$ cat src/rtl/mem_arbiter.sv
// mem_arbiter: shares the single byte-wide unified memory port between
// instruction fetch and the load/store stage. Each access is split into
// little-endian byte transfers. Read data is assembled, extended and returned
// with a one-cycle done pulse. A stall request holds the pipeline while a
// requester waits.
module mem_arbiter #(
   parameter int ADDR_WIDTH = 32
) (
   input  logic                  clk,
   input  logic                  rst,
   input  logic                  if_req,
   input  logic [ADDR_WIDTH-1:0] if_addr,
   input  logic                  if_flush,
   output logic                  if_done,
   output logic [31:0]           if_inst,
   input  logic                  ls_req,
   input  logic                  ls_we,
   input  logic [1:0]            ls_size,
   input  logic                  ls_signed,
   input  logic [ADDR_WIDTH-1:0] ls_addr,
   input  logic [31:0]           ls_wdata,
   output logic                  ls_done,
   output logic [31:0]           ls_rdata,
   output logic [ADDR_WIDTH-1:0] ram_addr,
   output logic                  ram_wr,
   output logic [7:0]            ram_dout,
   input  logic [7:0]            ram_din,
   output logic                  stallreq
);

   typedef enum logic [1:0] {IDLE, XFER, DONE} state_t;

   localparam logic [ADDR_WIDTH-1:0] ADDR_ONE = {{(ADDR_WIDTH-1){1'b0}}, 1'b1};

   state_t      state;
   logic        is_fetch;
   logic        is_store;
   logic        is_signed;
   logic [1:0]  size_q;
   logic [2:0]  nbytes;
   logic [2:0]  cnt;
   logic [31:0] wshift;
   logic [31:0] rbuf;
   logic [31:0] next_rbuf;
   logic [31:0] ld_result;

   // Read bytes enter at the top of rbuf, so after n captures the access sits
   // in the top n bytes; extract and extend it according to the latched size.
   always_comb begin
      next_rbuf = {ram_din, rbuf[31:8]};
      ld_result = next_rbuf;
      case (size_q)
         2'd0:    ld_result = {{24{is_signed & next_rbuf[31]}}, next_rbuf[31:24]};
         2'd1:    ld_result = {{16{is_signed & next_rbuf[31]}}, next_rbuf[31:16]};
         default: ld_result = next_rbuf;
      endcase
   end

   // A requester is waiting unless its access is completing this very cycle.
   assign stallreq = ((if_req & ~if_flush) | ls_req) & ~(if_done | ls_done);

   // Arbitration and byte sequencing. cnt holds k during cycle T+k, where T is
   // the accepting cycle. Stores drive byte k-1 in cycle T+k; reads put
   // address k-1 out in cycle T+k and capture its byte one cycle later.
   always_ff @(posedge clk) begin
      if (rst) begin
         state     <= IDLE;
         is_fetch  <= 1'b0;
         is_store  <= 1'b0;
         is_signed <= 1'b0;
         size_q    <= 2'd0;
         nbytes    <= 3'd0;
         cnt       <= 3'd0;
         wshift    <= 32'h0;
         rbuf      <= 32'h0;
         ram_addr  <= '0;
         ram_wr    <= 1'b0;
         ram_dout  <= 8'h00;
         if_done   <= 1'b0;
         ls_done   <= 1'b0;
         if_inst   <= 32'h0;
         ls_rdata  <= 32'h0;
      end else begin
         case (state)
            IDLE: begin
               if_done <= 1'b0;
               ls_done <= 1'b0;
               if (ls_req) begin
                  state     <= XFER;
                  is_fetch  <= 1'b0;
                  is_store  <= ls_we;
                  is_signed <= ls_signed;
                  size_q    <= ls_size;
                  case (ls_size)
                     2'd0:    nbytes <= 3'd1;
                     2'd1:    nbytes <= 3'd2;
                     default: nbytes <= 3'd4;
                  endcase
                  cnt      <= 3'd1;
                  ram_addr <= ls_addr;
                  ram_wr   <= ls_we;
                  ram_dout <= ls_wdata[7:0];
                  wshift   <= {8'h00, ls_wdata[31:8]};
               end else if (if_req && !if_flush) begin
                  state     <= XFER;
                  is_fetch  <= 1'b1;
                  is_store  <= 1'b0;
                  is_signed <= 1'b0;
                  size_q    <= 2'd2;
                  nbytes    <= 3'd4;
                  cnt       <= 3'd1;
                  ram_addr  <= if_addr;
                  ram_wr    <= 1'b0;
               end
            end

            XFER: begin
               if (is_fetch && if_flush) begin
                  state <= IDLE;
               end else if (is_store) begin
                  if (cnt == nbytes) begin
                     state   <= DONE;
                     ram_wr  <= 1'b0;
                     ls_done <= 1'b1;
                  end else begin
                     ram_addr <= ram_addr + ADDR_ONE;
                     ram_dout <= wshift[7:0];
                     wshift   <= wshift >> 8;
                     cnt      <= cnt + 3'd1;
                  end
               end else begin
                  if (cnt < nbytes) begin
                     ram_addr <= ram_addr + ADDR_ONE;
                  end
                  if (cnt >= 3'd2) begin
                     rbuf <= next_rbuf;
                  end
                  if (cnt == nbytes + 3'd1) begin
                     state <= DONE;
                     if (is_fetch) begin
                        if_done <= 1'b1;
                        if_inst <= next_rbuf;
                     end else begin
                        ls_done  <= 1'b1;
                        ls_rdata <= ld_result;
                     end
                  end
                  cnt <= cnt + 3'd1;
               end
            end

            DONE: begin
               if_done <= 1'b0;
               ls_done <= 1'b0;
               state   <= IDLE;
            end

            default: begin
               state <= IDLE;
            end
         endcase
      end
   end

endmodule

$ cat config.mk
export PLATFORM = sky130hd
export DESIGN_NAME = mem_arbiter
export DESIGN_NICKNAME = d
export VERILOG_FILES = /design/src/rtl/mem_arbiter.sv
export SDC_FILE = /design/constraint.sdc
export NUM_CORES = 1
export LEC_CHECK = 0
export BUFFER_PORTS_ARGS = -buffer_cell sky130_fd_sc_hd__buf_2
export CORE_AREA = 2 2 146 148
export DETAILED_ROUTE_END_ITERATION = 8
export DIE_AREA = 0 0 148 150
export GPL_TIMING_DRIVEN = 0
export PLACE_DENSITY = 0.64
export SYNTH_ARGS = -nofsm -noshare
export SYNTH_HDL_FRONTEND = slang
export SYNTH_SLANG_ARGS = --single-unit
export TNS_END_PERCENT = 30
$ cat constraint.sdc
create_clock -name clk -period 2.21 [get_ports clk]
set_input_delay 0.221 -clock clk [delete_from_list [all_inputs] [get_ports clk]]
set_output_delay 0.221 -clock clk [all_outputs]
set_load 0.02 [all_outputs]
==> metrics.md <==
| Metric | Value |
|---|---|
| Run status | `finished clean` |
| Worst R2R Path Depth | `7` |
| Post-synthesis average cell area | `8.00 um2` |
| Final TNS setup | `0 ns` |
| Combinational power share | `23.6%` |
| Remaining routing DRC violations | `0` |
| DRT antenna net count | `0` |
| Initial Util | `39.5%` |
| Static leakage power | `4.29 nW` |
| Die X | `148 um` |
| Critical setup path kind | `flip-flop to flip-flop` |
| Critical Path Stages | `7` |
| Slew at the pin closest to its max-slew limit | `0.823 ns` |
| Post-synthesis instance area | `8170 um2` |
| Placed wire-length estimate after detailed placement | `20.5 mm` |
| Number of maximum-capacitance constraint violations | `0` |
| DR iter-0 viols | `806` |
| Number of antenna violations at the first check in global routing | `0` |
| Full die area | `22200 um2` |
| Top-Level Pins | `221` |
| Post-route total power | `8.57 mW` |
| Remaining Overflow, GRT | `0` |
| IR Drop Worst-Case VDD | `0.000525 V` |
| Core Footprint | `20700 um2` |
| Switching component of the power | `2.86 mW` |
| Proportion of layout cells with a drive suffix above 1 | `28.4%` |
| Total wire length | `28.2 mm` |
| CTS root buffer | `clkbuf_16` |
| Flop pwr share | `41.0%` |
| Biggest area consumer among synthesized cells | `dfxtp_1` |
| Switching power as a share of total power | `33.4%` |
| Fin worst setup slack | `0.0572 ns` |
| Total via count after detailed routing | `8570` |
| IO buf count | `219` |
| Die outline height | `150 um` |
| Largest net degree at the start of global routing | `17` |
| Insertion delay to the later sink of the worst-skew pair | `0.44 ns` |
| Count of TritonRoute iterations in the first routing pass | `6` |
| Post-synthesis to final-layout area growth | `27.9%` |
| Leading register cell type out of synthesis | `dfxtp_1` |
| Most instantiated library cell after synthesis | `nand2_1` |
| Critical Path RT | `2.53 ns` |
| Number of H-tree branching levels | `4` |
| Register area share after synthesis | `41.2%` |
| Biggest cell delay along the critical path | `0.43 ns` |
| Cell count after synthesis | `1021` |
| Count of unique library cells instantiated by Yosys | `66` |
| GRT Overall Usage | `24.8%` |
| Setup slack after placement | `-0.218 ns` |
| Clock tree sinks | `168` |
| Register bit total from synthesis | `168` |
| Share of the synthesized area in the top cell type | `41.2%` |
| Top post-synthesis cells by area | `dfxtp_1, nand2_1, a21oi_1` |
| Number of setup violations in the final report | `0` |
| Number of rows in the core area | `53` |
| Detailed-route wire length per cell | `18.2 um` |
| Post-layout min period | `2.15 ns` |
| Data arrival, critical path | `2.47 ns` |
| Crit path max-delay cell type | `dfxtp_1` |
| Via count of the first global-routing pass | `7861` |
| Clk network pwr share | `35.5%` |
| Ys async rst share | `0%` |
| Area of the multi-input gates | `4530 um2` |
| Placement-stage cell area | `9610 um2` |
| Antenna cells | `0` |
| TritonCTS clock tree | `done` |
| First-pass GRT wire length | `43.1 mm` |
| Number of vias per cell after detailed routing | `5.53` |
| Hold Violations, Final | `0` |
| Clock-pin slew of the registers on the worst-case setup and hold paths | `0.07 ns` |
| Worst path top cell family by delay | `compound AO/OA/AOI/OAI gates` |
| Tightest Hold Check Type | `input port to flip-flop` |
| Number of nets produced by synthesis | `1141` |
| Pwr per Cell Area | `820 nW/um2` |
| Final-stage net count | `1384` |
| Min-Delay Path Depth | `3` |
| Headroom to the max-slew limit | `45.1%` |
| Hold Buf Count CTS | `0` |
| Worst Path Max Fanout | `7` |
| Reg area | `3370 um2` |
| Clock Tree Buf Depth | `2` |
| Placed cells | `1515` |
| Setup repair after global routing missed its margin | `yes` |
| Setup crit end kind | `flip-flop` |
| Number of flops mapped to enable cells by yosys | `0` |
| Startpoint kind of the worst setup timing path | `flip-flop` |
| Clock skew | `0.0191 ns` |
| Ordered cell list for the critical path | `ha_4 -> and4_1 -> buf_2 -> a21o_1 -> o21a_4 -> a211o_1 -> o31a_1` |
| Count of fill cells added during filler insertion | `2074` |
| Cell Int Power | `5.71 mW` |
| Highest achievable clock rate | `0.465 GHz` |
| Final design area excluding fillers | `10400 um2` |
| Number of buffers and inverters on the critical path | `1` |
| Number of CTS-inserted buffers | `17` |
| Pins Over Slew Limit | `0` |
| YS warnings | `0` |
| Placer congestion estimate | `0.920` |
| Final Cycle Share | `97.4%` |
| Final non-filler cell total | `1551` |
| Most frequent cells after synthesis | `nand2_1, dfxtp_1, a21oi_1` |
-- registers in the layout, summed over array words and instances (netlist names), 3 cells and up --
register and flops:
if_inst 32, ls_rdata 32, ram_addr 32, rbuf 24, wshift 24, ram_dout 8
cnt 3, nbytes 3
-- worst paths after layout --
path	startpoint	slack (ns)	to
worst max register to register	cnt[2]	0.06	ram_addr[29]
worst min-delay path	ls_signed	0.03	is_signed
worst max-delay path	cnt[2]	0.06	ram_addr[29]
worst min register to register	cnt[0]	0.45	cnt[0]
-- cells by family (layout without fill, tap and decap cells) --
logic type                 after synthesis  in the layout  share of synthesized area, %
adders and majority gates                7              7                          1.07
and+or+nand+nor                        426            426                          23.4
AOI/OAI and AO/OA                      270            270                          22.6
DFF                                    168            168                          41.2
buffers and inverters                   99            354                          5.27
xor gates and xnor gates                 3              3                         0.490
muxes                                   48             48                          6.01
-- stage by stage --
step / utilization (%) / hold WS [ns]
3_3_place_gp: 46.4 / 0.438
5_1_grt: 50.5 / 0.0481
2_1_floorplan: - / 0.357
3_5_place_dp: 46.4 / 0.444
4_1_cts: 49.7 / 0.0240
6_report: 50.5 / 0.0307
-- tightest hold or removal path: stages --
cell and delay, ns:
buf_2 0.08, a22oi_1 0.05, nor2_1 0.07
-- per-layer routing --
metal | GRT usage (%) | up-vias | wire length, um
met5 | 0 | - | 0
met3 | 5.76 | 45 | 2410
met1 | 32.0 | 3932 | 11800
li1 | - | 4161 | -
met4 | 8.05 | 0 | 550
met2 | 41.0 | 432 | 13400
-- area by class of cell --
type	instances	share of cell area [%]
well taps	275	3.29
flip-flops and latches	168	32.3
inverters	10	0.359
multi-input cells	754	43.4
clock buffers	18	4.21
plain buffers	88	4.16
clock inverters	13	1.37
repair buffers	225	10.9
-- cell usage in the layout, fill, tap and decap left out, types with 12 or more instances in the layout --
cell | netlist | layout
nor3_1 | 28 | 27
o31ai_1 | 20 | 16
clkbuf_2 | 1 | 14
mux2i_1 | 40 | 40
buf_2 | 34 | 246
nor2_1 | 90 | 89
o21ai_0 | 24 | 24
clkbuf_1 | 44 | 34
nand3_1 | 18 | 17
clkbuf_16 | 0 | 17
nand2_1 | 220 | 219
a31oi_1 | 22 | 22
a311oi_1 | 24 | 24
dfxtp_1 | 168 | 162
a211oi_2 | 11 | 12
nand4_1 | 15 | 15
a211oi_1 | 25 | 24
a21oi_1 | 93 | 93
-- what timing repair did --
item                                    in CTS  in global routing
setup buffers                                2                  4
pin swaps                                    1                  5
endpoints found under the setup margin      70                123
gates resized for setup                     18                 46
-- power groups by stage --
stage	combinational [mW]	sequential, mW	clock (mW)
5_1_grt	2.20	3.54	3.19
4_1_cts	1.93	3.50	3.07
6_report	2.02	3.51	3.04
2_1_floorplan	1.06	3.69	0
3_5_place_dp	1.88	3.56	0
3_3_place_gp	1.87	3.56	0
Power figures use the tool's default switching activity.
